### src/rtl/div_seq.sv
// Purpose : iterative RV32M DIV/DIVU/REM/REMU sequencer borrowing the core ALU in subtract mode.
// Latency : done in cycle 37 after start is accepted (cycle 1 for div0/ovf when DIV_EARLY_OUT_EN is defined).
// Backpressure: start is only sampled when idle (busy=0); kill aborts at any time and returns to IDLE.
module div_seq #(
    parameter int WIDTH = 32
) (
    input  logic             clk,
    input  logic             rst,
    input  logic             start,
    input  logic [1:0]       op,
    input  logic [WIDTH-1:0] dividend,
    input  logic [WIDTH-1:0] divisor,
    input  logic             kill,
    output logic             busy,
    output logic             done,
    output logic [WIDTH-1:0] result,
    output logic             alu_sel,
    output logic [3:0]       alu_ctr,
    output logic [WIDTH-1:0] alu_a,
    output logic [WIDTH-1:0] alu_b,
    input  logic [WIDTH-1:0] alu_out,
    input  logic             alu_less
);

    typedef enum logic [2:0] {
        S_IDLE,
        S_ABS_A,
        S_ABS_B,
        S_ITER,
        S_FIX_Q,
        S_FIX_R,
        S_DONE
    } state_t;

    localparam logic [WIDTH-1:0] MIN_NEG = {1'b1, {(WIDTH-1){1'b0}}};
    localparam logic [WIDTH-1:0] ALL_ONE = {WIDTH{1'b1}};

    state_t           state;
    state_t           state_nxt;

    // Operand A becomes the quotient as it shifts out through ITER.
    logic [WIDTH-1:0] quo_q;
    logic [WIDTH-1:0] dvs_q;
    logic [WIDTH-1:0] rem_q;
    logic [WIDTH-1:0] orig_q;
    logic [WIDTH-1:0] res_q;
    logic [WIDTH-1:0] hold_a;
    logic [WIDTH-1:0] hold_b;
    logic [4:0]       cnt;
    logic             is_rem;
    logic             sgn;
    logic             neg_q;
    logic             neg_r;
    logic             div0;
    logic             ovf;

    logic             accept;
    logic             in_div0;
    logic             in_ovf;
    logic             in_sgn;
    logic [WIDTH-1:0] iter_s;
    logic             iter_h;
    logic             iter_take;
    logic             load_res;
    logic [WIDTH-1:0] res_nxt;
    logic [WIDTH-1:0] drv_a;
    logic [WIDTH-1:0] drv_b;

    // Selects quotient or remainder, with the RISC-V div0 and overflow results overriding.
    function automatic logic [WIDTH-1:0] pick_result(
        input logic             f_rem,
        input logic             f_div0,
        input logic             f_ovf,
        input logic [WIDTH-1:0] f_q,
        input logic [WIDTH-1:0] f_r,
        input logic [WIDTH-1:0] f_a
    );
        logic [WIDTH-1:0] v;
        if (f_div0) begin
            v = f_rem ? f_a : ALL_ONE;
        end else if (f_ovf) begin
            v = f_rem ? '0 : MIN_NEG;
        end else begin
            v = f_rem ? f_r : f_q;
        end
        return v;
    endfunction

    assign accept    = (state == S_IDLE) && start && !kill;
    assign in_sgn    = ~op[0];
    assign in_div0   = (divisor == '0);
    assign in_ovf    = in_sgn && (dividend == MIN_NEG) && (divisor == ALL_ONE);

    // Shifted partial remainder; the bit shifted out (h) marks a value beyond WIDTH bits,
    // in which case the subtraction always fits and the wrapped difference is exact.
    assign iter_s    = {rem_q[WIDTH-2:0], quo_q[WIDTH-1]};
    assign iter_h    = rem_q[WIDTH-1];
    assign iter_take = iter_h | ~alu_less;

    assign busy      = (state != S_IDLE);
    assign done      = (state == S_DONE);
    assign result    = res_q;
    assign alu_ctr   = 4'b1000;
    assign alu_a     = drv_a;
    assign alu_b     = drv_b;

    // Next-state, ALU operand mux and result-load decision.
    always_comb begin
        state_nxt = state;
        alu_sel   = 1'b0;
        drv_a     = hold_a;
        drv_b     = hold_b;
        load_res  = 1'b0;
        res_nxt   = res_q;
        case (state)
            S_IDLE: begin
                if (accept) begin
`ifdef DIV_EARLY_OUT_EN
                    if (in_div0 || in_ovf) begin
                        state_nxt = S_DONE;
                        load_res  = 1'b1;
                        res_nxt   = pick_result(op[1], in_div0, in_ovf, '0, '0, dividend);
                    end else begin
                        state_nxt = S_ABS_A;
                    end
`else
                    state_nxt = S_ABS_A;
`endif
                end
            end
            S_ABS_A: begin
                alu_sel   = 1'b1;
                drv_a     = '0;
                drv_b     = quo_q;
                state_nxt = S_ABS_B;
            end
            S_ABS_B: begin
                alu_sel   = 1'b1;
                drv_a     = '0;
                drv_b     = dvs_q;
                state_nxt = S_ITER;
            end
            S_ITER: begin
                alu_sel = 1'b1;
                drv_a   = iter_s;
                drv_b   = dvs_q;
                if (&cnt) begin
                    state_nxt = S_FIX_Q;
                end
            end
            S_FIX_Q: begin
                alu_sel   = 1'b1;
                drv_a     = '0;
                drv_b     = quo_q;
                state_nxt = S_FIX_R;
            end
            S_FIX_R: begin
                alu_sel   = 1'b1;
                drv_a     = '0;
                drv_b     = rem_q;
                state_nxt = S_DONE;
                load_res  = !kill;
                res_nxt   = pick_result(is_rem, div0, ovf, quo_q,
                                        neg_r ? alu_out : rem_q, orig_q);
            end
            S_DONE: begin
                state_nxt = S_IDLE;
            end
            default: begin
                state_nxt = S_IDLE;
            end
        endcase
        if (kill) begin
            state_nxt = S_IDLE;
        end
    end

    // State register.
    always_ff @(posedge clk or posedge rst) begin
        if (rst) begin
            state <= S_IDLE;
        end else begin
            state <= state_nxt;
        end
    end

    // Operand capture, sign conversion, restoring iterations and sign fix-up.
    always_ff @(posedge clk or posedge rst) begin
        if (rst) begin
            quo_q  <= '0;
            dvs_q  <= '0;
            rem_q  <= '0;
            orig_q <= '0;
            cnt    <= '0;
            is_rem <= 1'b0;
            sgn    <= 1'b0;
            neg_q  <= 1'b0;
            neg_r  <= 1'b0;
            div0   <= 1'b0;
            ovf    <= 1'b0;
        end else begin
            case (state)
                S_IDLE: begin
                    if (accept) begin
                        quo_q  <= dividend;
                        dvs_q  <= divisor;
                        orig_q <= dividend;
                        rem_q  <= '0;
                        cnt    <= '0;
                        is_rem <= op[1];
                        sgn    <= in_sgn;
                        neg_q  <= in_sgn && (dividend[WIDTH-1] ^ divisor[WIDTH-1]) && !in_div0;
                        neg_r  <= in_sgn && dividend[WIDTH-1];
                        div0   <= in_div0;
                        ovf    <= in_ovf;
                    end
                end
                S_ABS_A: begin
                    if (sgn && quo_q[WIDTH-1]) begin
                        quo_q <= alu_out;
                    end
                end
                S_ABS_B: begin
                    if (sgn && dvs_q[WIDTH-1]) begin
                        dvs_q <= alu_out;
                    end
                end
                S_ITER: begin
                    rem_q <= iter_take ? alu_out : iter_s;
                    quo_q <= {quo_q[WIDTH-2:0], iter_take};
                    cnt   <= cnt + 5'd1;
                end
                S_FIX_Q: begin
                    if (neg_q) begin
                        quo_q <= alu_out;
                    end
                end
                S_FIX_R: begin
                    if (neg_r) begin
                        rem_q <= alu_out;
                    end
                end
                default: begin
                end
            endcase
        end
    end

    // ALU operands hold their last driven values while the ALU is released.
    always_ff @(posedge clk or posedge rst) begin
        if (rst) begin
            hold_a <= '0;
            hold_b <= '0;
        end else if (alu_sel) begin
            hold_a <= drv_a;
            hold_b <= drv_b;
        end
    end

    // Result register: written only on a completed (not killed) operation.
    always_ff @(posedge clk or posedge rst) begin
        if (rst) begin
            res_q <= '0;
        end else if (load_res) begin
            res_q <= res_nxt;
        end
    end

endmodule

### config.mk
export PLATFORM = sky130hd
export DESIGN_NAME = div_seq
export DESIGN_NICKNAME = d
export VERILOG_FILES = /design/src/rtl/div_seq.sv
export SDC_FILE = /design/constraint.sdc
export NUM_CORES = 1
export LEC_CHECK = 0
export BUFFER_PORTS_ARGS = -buffer_cell sky130_fd_sc_hd__buf_2
export CAP_MARGIN = 20
export CORE_MARGIN = 2
export CORE_UTILIZATION = 25
export DETAILED_ROUTE_END_ITERATION = 12
export GPL_TIMING_DRIVEN = 0
export HOLD_SLACK_MARGIN = 0.03
export REMOVE_ABC_BUFFERS = 1
export SYNTH_ARGS = -nofsm -noshare
export SYNTH_HDL_FRONTEND = slang
export SYNTH_SLANG_ARGS = --single-unit
### constraint.sdc
create_clock -name clk -period 8.5 [get_ports clk]
set_input_delay 1.275 -clock clk [delete_from_list [all_inputs] [get_ports clk]]
set_output_delay 1.275 -clock clk [all_outputs]
set_load 0.1 [all_outputs]
* Yosys cells after proc, flatten, opt, wreduce, memory -nomap -nowiden
Index checks and enable logic that the tools add are counted.
** Storage, ports and cells
- Register bits after elaboration :: 238
- Bits in latches :: 0
- RAM bits :: 0
- Memory bits (read-only) :: 0
- Bits of input ports :: 103
- Output and inout port bits :: 103
- Logic and storage cells :: 90
- Memories kept :: 0
** Cells by class
- Add/subtract/negate cells :: 1
- Multipliers :: 0
- Div/mod/pow operators :: 0
- Magnitude comparators :: 0
- Equal/unequal tests :: 14
- Shift-type cells :: 0
- Mux-type cells :: 26
- Bitwise gates (word level) :: 4
- Reduce and logical (&&, ||, !) cells :: 30
** Operators with widths (number)
- two-way mux 32 bit :: 13
- case mux 32 bit (3 select lines) :: 2
- case mux 32 bit (2 select lines) :: 2
- case mux 32 bit (4 select lines) :: 1
- == test 32 bit, second input constant :: 2
- zero test 32 bit :: 1
- case mux 3 bit (6 select lines) :: 1
- case mux 5 bit (2 select lines) :: 1
- AND reduction 2 bit :: 5
- == test 3 bit, second input constant :: 3
- logical AND 1 bit :: 9
- two-way mux 3 bit :: 3
- != test 2 bit, second input constant :: 4
- == test 3 x 2 -> 1 bit, second input constant :: 2
- != test 3 bit, second input constant :: 2
- nonzero test 3 bit :: 2
- adder 5 x 1 -> 5 bit, second input constant :: 1
- two-way mux 5 bit :: 1
- AND reduction 5 bit :: 1
- OR reduction 5 bit :: 1
- AND reduction 4 bit :: 1
- nonzero test 2 bit :: 2
- nonzero test 4 bit :: 1
- OR reduction 2 bit :: 2
- other kinds (9) :: 12

* Longest topological paths before layout
Gate-level depths: netlist of the first run.
- Depth in word-level cells :: 6
- Depth in mapped cells :: 8
- Gate-level depth less buffers :: 6

* Least setup slack after synthesis of the first run
No wires, ideal clock.
- Path kind :: reg-to-output
- From :: register state[2]
- To :: output alu_b[10]
- Data arrival time :: 4369 ps
- Data required time :: 7225 ps
- Setup slack :: 2856 ps
- Stages on the path, launching flop included :: 9
- Path buffers :: 2
- Cells stage by stage :: dfrtp_1 -> buf_2 -> nor3_1 -> inv_1 -> nand2_1 -> clkinv_1 -> clkbuf_1 -> o22ai_1 -> a21oi_1
** Between the ends
- Longest elaborated chain between the ends :: 3
- Elaborated cells on any way between the ends :: 8
** Ends and longest elaborated chain
- from (decl) :: RTL line 38 : state_t state;
- from (signal assigned) :: RTL line 183 : state <= state_nxt;
- == test 3 bit, or another cell as far along :: RTL line 115 : case (state)
- OR reduction 2 bit (no line)
- case mux 32 bit (3 select lines) * :: RTL line 115
- to (decl) :: RTL line 20 : output logic [WIDTH-1:0] alu_b,
Every way passes the cells marked *; elsewhere a longest branch is shown, timed or not.

* Final worst setup path of the first run
- From :: register state[2]
- To :: output alu_b[29]
The elaborated chain is that of the path after synthesis.

==> impl_metrics.tcl, run 1 <==
set metrics [dict create \
    status "complete, no violations" \
    syn_area_um2 12500 \
    critPathTopFamily "buffers and inverters" \
    cts_tree "yes" \
    tightestPinTransition_ns 1.14 \
    start_util 0.252 \
    cp_max_fo 53 \
    grt_overflow 0 \
    switching_power_mw 1.80 \
    power_frac_comb 0.345 \
    die_y_um 228 \
    clk_pin_slew_ns 0.06 \
    finalHoldViolations 0 \
    synth-warning-count 0 \
    crit_cells 8 \
    ys_ff_latch 238 \
    antenna_found_initial 11 \
    crit_path_max_incr_delay_ns 0.84 \
    mostFrequentLayoutCell "dfrtp_1" \
    critPathSlowestCell "dfrtp_4" \
    cellPowerDensity_nw_per_um2 288 \
    nNetsFinal 1439 \
    relSlewSlack 0.239 \
    drtIter0Drc 987 \
    slew_violations 0 \
    drt_wl_total_um 50500 \
    fin_crit_ns 5.86 \
    period_share 0.690 \
    p_int_mw 2.72 \
    cp-startpoint "state[2]" \
    clock_path_buffers 3 \
    place_inst 1977 \
    die_x_um 228 \
    critPathRequiredTime_ns 7.22 \
    synth_ff_type "dfrtp_1" \
    clkPwrFrac 0.296 \
    ir_drop_mv 0.144 \
    rsz0062_at_grt "false" \
    cts-buffers-inserted 27 \
    root_buffer "clkbuf_16" \
    die_area_um2 52000 \
    cts.sinks 238 \
    critPathLaunchType "register" \
    ios 206 \
    finalPower_mw 4.52 \
    sequentialPowerShare 0.359 \
    num_vias 10900 \
    syn_inst 1184 \
    cp.arrival_ns 4.59 \
    grt_pass1_wl_um 74200 \
    first_global_vias 10700 \
    drt_first_pass_iters 5 \
    r2r-start "state[2]" \
    ys_seq_area_frac 0.475 \
    crit_chain "nor3_1 > inv_1 > nand2_4 > buf_12 > clkinv_1 > o22ai_1 > a21oi_1 > buf_2" \
    reg2reg_depth 7 \
    vias_per_cell 5.39 \
    hp-class "reg -> reg" \
    detail-route-antenna-nets 0 \
    ctsResizeCount 0 \
    synth_edf_count 0 \
    core_um2 49900 \
    drive_above_1_share 0.324 \
    max_cap_violations 0 \
    syn_area_per_cell_um2 10.6 \
    final_cells 2030 \
    p_leak_nw 7.02 \
    clock_skew_ns 0.0109 \
    crit_type "reg -> out" \
    swShare 0.399 \
    core.rowCount 82 \
    dp_hpwl_um 35500 \
    setup_viol 0 \
    port_buffers 201 \
    ys_async_sr_fraction 1.00 \
    crit_buf_inv 4 \
    h-tree-depth 1 \
    post-cts-setup-buffers 0 \
    setup.worst_path.end_class "output port" \
    drc 0 \
    critical_path.endpoint "alu_b[29]" \
    avgRoutedWirePerCell_um 24.9 \
    area_delta_synth_final_pct 24.8 \
    r2r_setup_slack_ns 4.73 \
    place_congestion 0.808 \
    clock_latency_ns 0.55 \
    grt_start_max_net_pins 93 \
    layout_common_cells "232 x dfrtp_1, 201 x buf_2, 162 x nand2_1" \
    r2r_end "hold_b[29]" \
    fmax_ghz 0.171 \
    hold_buffers 0 \
    grt_usage 0.189 \
    yosysUniqueCellTypes 49 \
]
## final cells by class
cell class / count / area (µm²)
Fill cell: 5124 / 34200
Tap cell: 672 / 841
Sequential cell: 238 / 5970
Multi-Input combinational cell: 832 / 6180
Timing Repair Buffer: 230 / 1630
Clock buffer: 38 / 797
Antenna cell: 4 / 10.0
Inverter: 5 / 26.3
Clock inverter: 11 / 211
## metal layers
layer  up-vias  global-route usage  share of wire  routed length (µm)
met5         -                   0         0.0012                  59
met4        12              0.0600          0.028                1420
met3       105              0.0455          0.086                4360
met2       504               0.298           0.45               22900
met1      5548               0.255           0.43               21700
li1       4763                   -              -                   -
## per-stage QoR
| step | hold WS (ns) | setup TNS, ns | utilization | setup slack, ns | instance area [µm²] |
|---|---|---|---|---|---|
| 6_report | 0.478 | 0 | 0.314 | 2.64 | 15700 |
| 3_3_place_gp | 0.459 | -648.89 | 0.279 | -2.41 | 13900 |
| 3_5_place_dp | 0.462 | 0 | 0.294 | 3.17 | 14600 |
| 5_1_grt | 0.492 | 0 | 0.314 | 2.38 | 15700 |
| 4_1_cts | 0.478 | 0 | 0.314 | 2.55 | 15700 |
| 2_1_floorplan | 0.446 | 0 | - | 0.694 | 12100 |
## cell usage after synthesis, drive strengths merged (2+ instances only)
library cell,count,area share
nor4,16,0.0080
dfrtp,238,0.47
and2,33,0.016
ha,2,0.0020
nand3,4,0.0016
a221o,66,0.053
o21ai,52,0.021
or4,2,0.0012
mux2,142,0.13
nand3b,4,0.0024
o22ai,17,0.0085
nand2,163,0.049
a22oi,24,0.014
o211ai,2,0.0012
and3,33,0.016
clkbuf,63,0.019
a21oi,72,0.029
o41ai,2,0.0014
buf,48,0.019
nor2b,3,0.0015
a22o,64,0.045
nor3b,2,0.0016
o221ai,31,0.022
nand4b,2,0.0014
nor2,10,0.0030
mux2i,53,0.042
nand4,10,0.0050
conb,2,0.00060
inv,4,0.0012
nand2b,4,0.0020
nor3,2,0.00080
xor2,3,0.0021
## power by group through the flow
stage / Clock [mW] / Combinational, mW / Sequential, mW
finish: 1.34 / 1.56 / 1.62
global route: 1.40 / 1.65 / 1.66
CTS: 1.37 / 1.56 / 1.62
detailed placement: 0 / 1.56 / 1.64
global placement: 0 / 1.46 / 1.65
floorplan: 0 / 1.15 / 1.57
## logic make-up after synthesis
family | synth area share
mux | 0.170
simple gates | 0.112
buf+inv | 0.0394
flops | 0.475
other cells | 0.000598
xor+xnor | 0.00279
fa+ha+maj | 0.00199
compound gates | 0.199
## flip-flops by register name (all words and copies together), names as in the netlist
register / cells
is_rem: 1
dvs_q: 32
state: 3
orig_q: 32
ovf: 1
sgn: 1
rem_q: 32
cnt: 5
neg_q: 1
neg_r: 1
quo_q: 32
hold_a: 32
result: 32
hold_b: 32
div0: 1
## worst min-delay path by stage
stage	slack [ns]	depth (start not counted)	startpoint	end
after global routing	0.49	2	orig_q[12]	orig_q[12]
after detailed placement	0.46	2	orig_q[9]	orig_q[9]
after CTS	0.48	2	orig_q[8]	orig_q[8]
final	0.48	2	orig_q[8]	orig_q[8]
after global placement	0.46	2	orig_q[17]	orig_q[17]
after floorplan	0.45	2	orig_q[0]	orig_q[0]
## worst min-delay path: cells and delay by family (launching register included)
family / cells / cell delay [ns]
DFF: 1 / 0.34
and+or+nand+nor: 2 / 0.11
No activity file was read; power rests on OpenSTA's default activity.
==> inputs of run 2 (changes only) <==
- clock period: 8.5 -> 5.55 ns (I/O delays scaled with it)
==> impl_metrics.tcl, run 2 (synthesized netlist as in run 1, its figures left out) <==
set metrics [dict create \
    drive_above_1_share 0.325 \
    cp_max_fo 53 \
    grt_pass1_wl_um 74200 \
    num_vias 10900 \
    tightestPinTransition_ns 1.14 \
    fmax_ghz 0.199 \
    setup_viol 0 \
    drc 0 \
    core.rowCount 82 \
    r2r_end "dvs_q[20]" \
    grt_usage 0.189 \
    p_leak_nw 7.02 \
    clk_pin_slew_ns 0.06 \
    finalHoldViolations 0 \
    cp-startpoint "state[2]" \
    layout_common_cells "232 x dfrtp_1, 201 x buf_2, 162 x nand2_1" \
    die_area_um2 52000 \
    cellPowerDensity_nw_per_um2 442 \
    slew_violations 0 \
    place_inst 1977 \
    post-cts-setup-buffers 0 \
    clock_skew_ns 0.0106 \
    clock_latency_ns 0.55 \
    nFillCells 5123 \
    relSlewSlack 0.241 \
    cts_tree "yes" \
    r2r_setup_slack_ns 2.08 \
    fin_crit_ns 5.03 \
    critPathLaunchType "register" \
    rsz0062_at_grt "false" \
    nNetsFinal 1439 \
    drtIter0Drc 1009 \
    critPathRequiredTime_ns 4.72 \
    area_delta_synth_final_pct 24.8 \
    mostFrequentLayoutCell "dfrtp_1" \
    place_congestion 0.808 \
    drt_first_pass_iters 5 \
    clock_path_buffers 3 \
    grt_start_max_net_pins 93 \
    status "complete, no violations" \
    drt_wl_total_um 50500 \
    setup.worst_path.end_class "output port" \
    dp_hpwl_um 35500 \
    die_x_um 228 \
    cp.arrival_ns 4.20 \
    final_cells 2030 \
    first_global_vias 10700 \
    avgRoutedWirePerCell_um 24.9 \
    cts-buffers-inserted 27 \
    grt_overflow 0 \
    reg2reg_depth 6 \
    detail-route-antenna-nets 0 \
    h-tree-depth 1 \
    vias_per_cell 5.38 \
    cts.sinks 238 \
    r2r-start "state[1]" \
    core_um2 49900 \
    max_cap_violations 0 \
    hp-class "in -> async" \
    ir_drop_mv 0.220 \
    crit_type "reg -> out" \
    period_share 0.906 \
    root_buffer "clkbuf_16" \
    ios 206 \
    start_util 0.252 \
    antenna_found_initial 11 \
    port_buffers 201 \
    finalPower_mw 6.92 \
    die_y_um 228 \
]
run 2: worst max-delay path by stage:
stage,end,slack (ns),cells after the start
floorplan,cnt[0],-1.81,1
global placement,result[0],-4.92,2
detailed placement,alu_b[29],0.66,8
CTS,alu_b[29],0.04,8
global route,alu_b[29],0.28,8
finish,alu_b[29],0.52,8
run 2: cell type report:
type,instances,area [µm²],share of cell area
antenna,4,10.0,0.000639
clock buffer,38,797,0.0509
clock inverter,11,211,0.0135
inverter,5,30.0,0.00192
multi-input combinational,832,6180,0.395
sequential,238,5970,0.381
tap,672,841,0.0537
timing repair buffer,230,1630,0.104
run 2: metrics by stage:
step	setup TNS, ns	utilization	instance area, µm²	hold slack [ns]	setup slack [ns]
2_1_floorplan	-462.22	-	12100	0.446	-1.81
3_3_place_gp	-1648.56	0.279	13900	0.459	-4.92
4_1_cts	0	0.314	15700	0.342	0.0387
3_5_place_dp	0	0.294	14600	0.462	0.665
5_1_grt	0	0.314	15700	0.378	0.275
6_report	0	0.314	15700	0.333	0.521
run 2: critical path: stages, from the launching register on:
cell,delay [ns]
dfrtp_4,0.84
nor3_1,0.35
inv_1,0.18
nand2_4,0.46
buf_12,0.30
clkinvlp_4,0.55
o22ai_1,0.44
a21oi_1,0.12
buf_2,0.37
run 2: repair_timing:
action,CTS,global route
hold buffers,0,0
resized for setup,0,1
setup endpoints to repair,0,14
run 2: report_power, final:
group,switching [mW],total (mW),internal [mW],leakage [nW]
Combinational,1.64,2.39,0.744,3.49
Clock,0.773,2.05,1.27,0.495
Sequential,0.342,2.48,2.14,3.04
Total,2.76,6.92,4.16,7.02
run 2: layer usage:
metal	track usage	part of all wire	up-vias
li1	-	-	4760
met1	0.255	0.43	5559
met3	0.0455	0.085	103
met4	0.0600	0.028	12
met2	0.298	0.45	487
met5	0	0.0012	-
==> inputs of run 3 (changes only) <==
- RECOVER_POWER: not set -> 50
==> impl_metrics.tcl, run 3 (synthesized netlist as in run 1, its figures left out) <==
set metrics [dict create \
    finalPower_mw 6.92 \
    layout_common_cells "232 x dfrtp_1, 169 x buf_2, 162 x nand2_1" \
    hp-class "reg -> reg" \
    ir_drop_mv 0.220 \
    area_delta_synth_final_pct 24.3 \
    port_buffers 201 \
    grt_overflow 0 \
    drt_first_pass_iters 7 \
    crit_type "reg -> out" \
    relSlewSlack -1.31 \
    die_y_um 228 \
    mostFrequentLayoutCell "dfrtp_1" \
    avgRoutedWirePerCell_um 24.9 \
    fmax_ghz 0.198 \
    h-tree-depth 1 \
    place_congestion 0.808 \
    die_x_um 228 \
    drt_wl_total_um 50600 \
    num_vias 10900 \
    clk_pin_slew_ns 0.07 \
    cellPowerDensity_nw_per_um2 444 \
    dp_hpwl_um 35500 \
    die_area_um2 52000 \
    topRoutingLayerUsed "met5" \
    nNetsFinal 1439 \
    drive_above_1_share 0.301 \
    cts.sinks 238 \
    cts-buffers-inserted 27 \
    tns_ns 0 \
    critPathLaunchType "register" \
    vias_per_cell 5.38 \
    clock_path_buffers 3 \
    fin_crit_ns 5.05 \
    core.rowCount 82 \
    first_global_vias 10700 \
    post-cts-setup-buffers 0 \
    grt_start_max_net_pins 93 \
    tightestPinTransition_ns 3.44 \
    root_buffer "clkbuf_16" \
    cp_max_fo 53 \
    status "finished with violations" \
    wl_met1_um 21700 \
    clock_skew_ns 0.0123 \
    ios 206 \
    finalHoldViolations 0 \
    antenna_found_initial 11 \
    setup_viol 0 \
    core_um2 49900 \
    cts_tree "yes" \
    detail-route-antenna-nets 0 \
    critPathRequiredTime_ns 4.72 \
    setup.worst_path.end_class "output port" \
    start_util 0.252 \
    whs_path_depth 2 \
    fin_area_um2 15600 \
    wl_met3_um 4400 \
    placed_area_um2 14600 \
    reg2reg_depth 6 \
    violations "max-capacitance violations, max-slew violations" \
    p_leak_nw 6.87 \
    wl_met2_um 22900 \
    r2r_setup_slack_ns 2.08 \
    slew_violations 73 \
    clock_latency_ns 0.55 \
    cp.arrival_ns 4.22 \
    grt_usage 0.189 \
    period_share 0.910 \
    max_cap_violations 1 \
    drtIter0Drc 978 \
    grt_pass1_wl_um 74200 \
    drc 0 \
    rsz0062_at_grt "false" \
]
==> run 3: final timing paths <==
check / end / start
setup reg to reg: dvs_q[20] / state[1]
setup / recovery: alu_b[29] / state[2]
hold / removal: orig_q[26] / orig_q[26]
hold reg to reg: orig_q[26] / orig_q[26]
min in group asynchronous: hold_a[20] / rst
max in group asynchronous: hold_a[5] / rst
==> run 3: critical path: stages (launching register included) <==
cell	delay, ns
dfrtp_4	0.83
nor3_1	0.35
inv_1	0.18
nand2_4	0.46
buf_12	0.30
clkinvlp_4	0.54
o22ai_1	0.44
a21oi_1	0.14
buf_2	0.38
==> run 3: final cells by class <==
type	instances	area, µm²
fill	5141	34300
multi-input combinational	832	6180
sequential	238	5970
timing repair buffer	230	1570
tap	672	841
clock buffer	38	797
clock inverter	11	211
inverter	5	23.8
antenna	5	12.5
==> run 3: repair_timing <==
action                                  4_1_cts  5_1_grt
hold buffers                                  0        0
gates resized for setup                       0        1
endpoints found under the hold margin         0        0
endpoints found under the setup margin        0       14
==> run 3: routing by layer <==
layer | vias up | GRT usage
met5 | - | 0
met4 | 12 | 0.0600
met3 | 111 | 0.0455
met2 | 484 | 0.298
met1 | 5551 | 0.255
li1 | 4772 | -
==> run 3: through the flow <==
| stage | utilization | hold WS [ns] | setup slack [ns] | std cells |
|---|---|---|---|---|
| finish | 0.313 | 0.478 | 0.499 | 2031 |
| global route | 0.313 | 0.483 | 0.275 | 2026 |
| CTS | 0.314 | 0.342 | 0.0387 | 2026 |
| detailed placement | 0.294 | 0.462 | 0.665 | 1977 |
| global placement | 0.279 | 0.459 | -4.92 | 1948 |
| floorplan | - | 0.446 | -1.81 | 1075 |
==> run 3: power breakdown <==
part	total (mW)	internal (mW)	switching [mW]
registers	2.49	2.14	0.343
clock network	2.05	1.27	0.776
logic	2.39	0.742	1.64
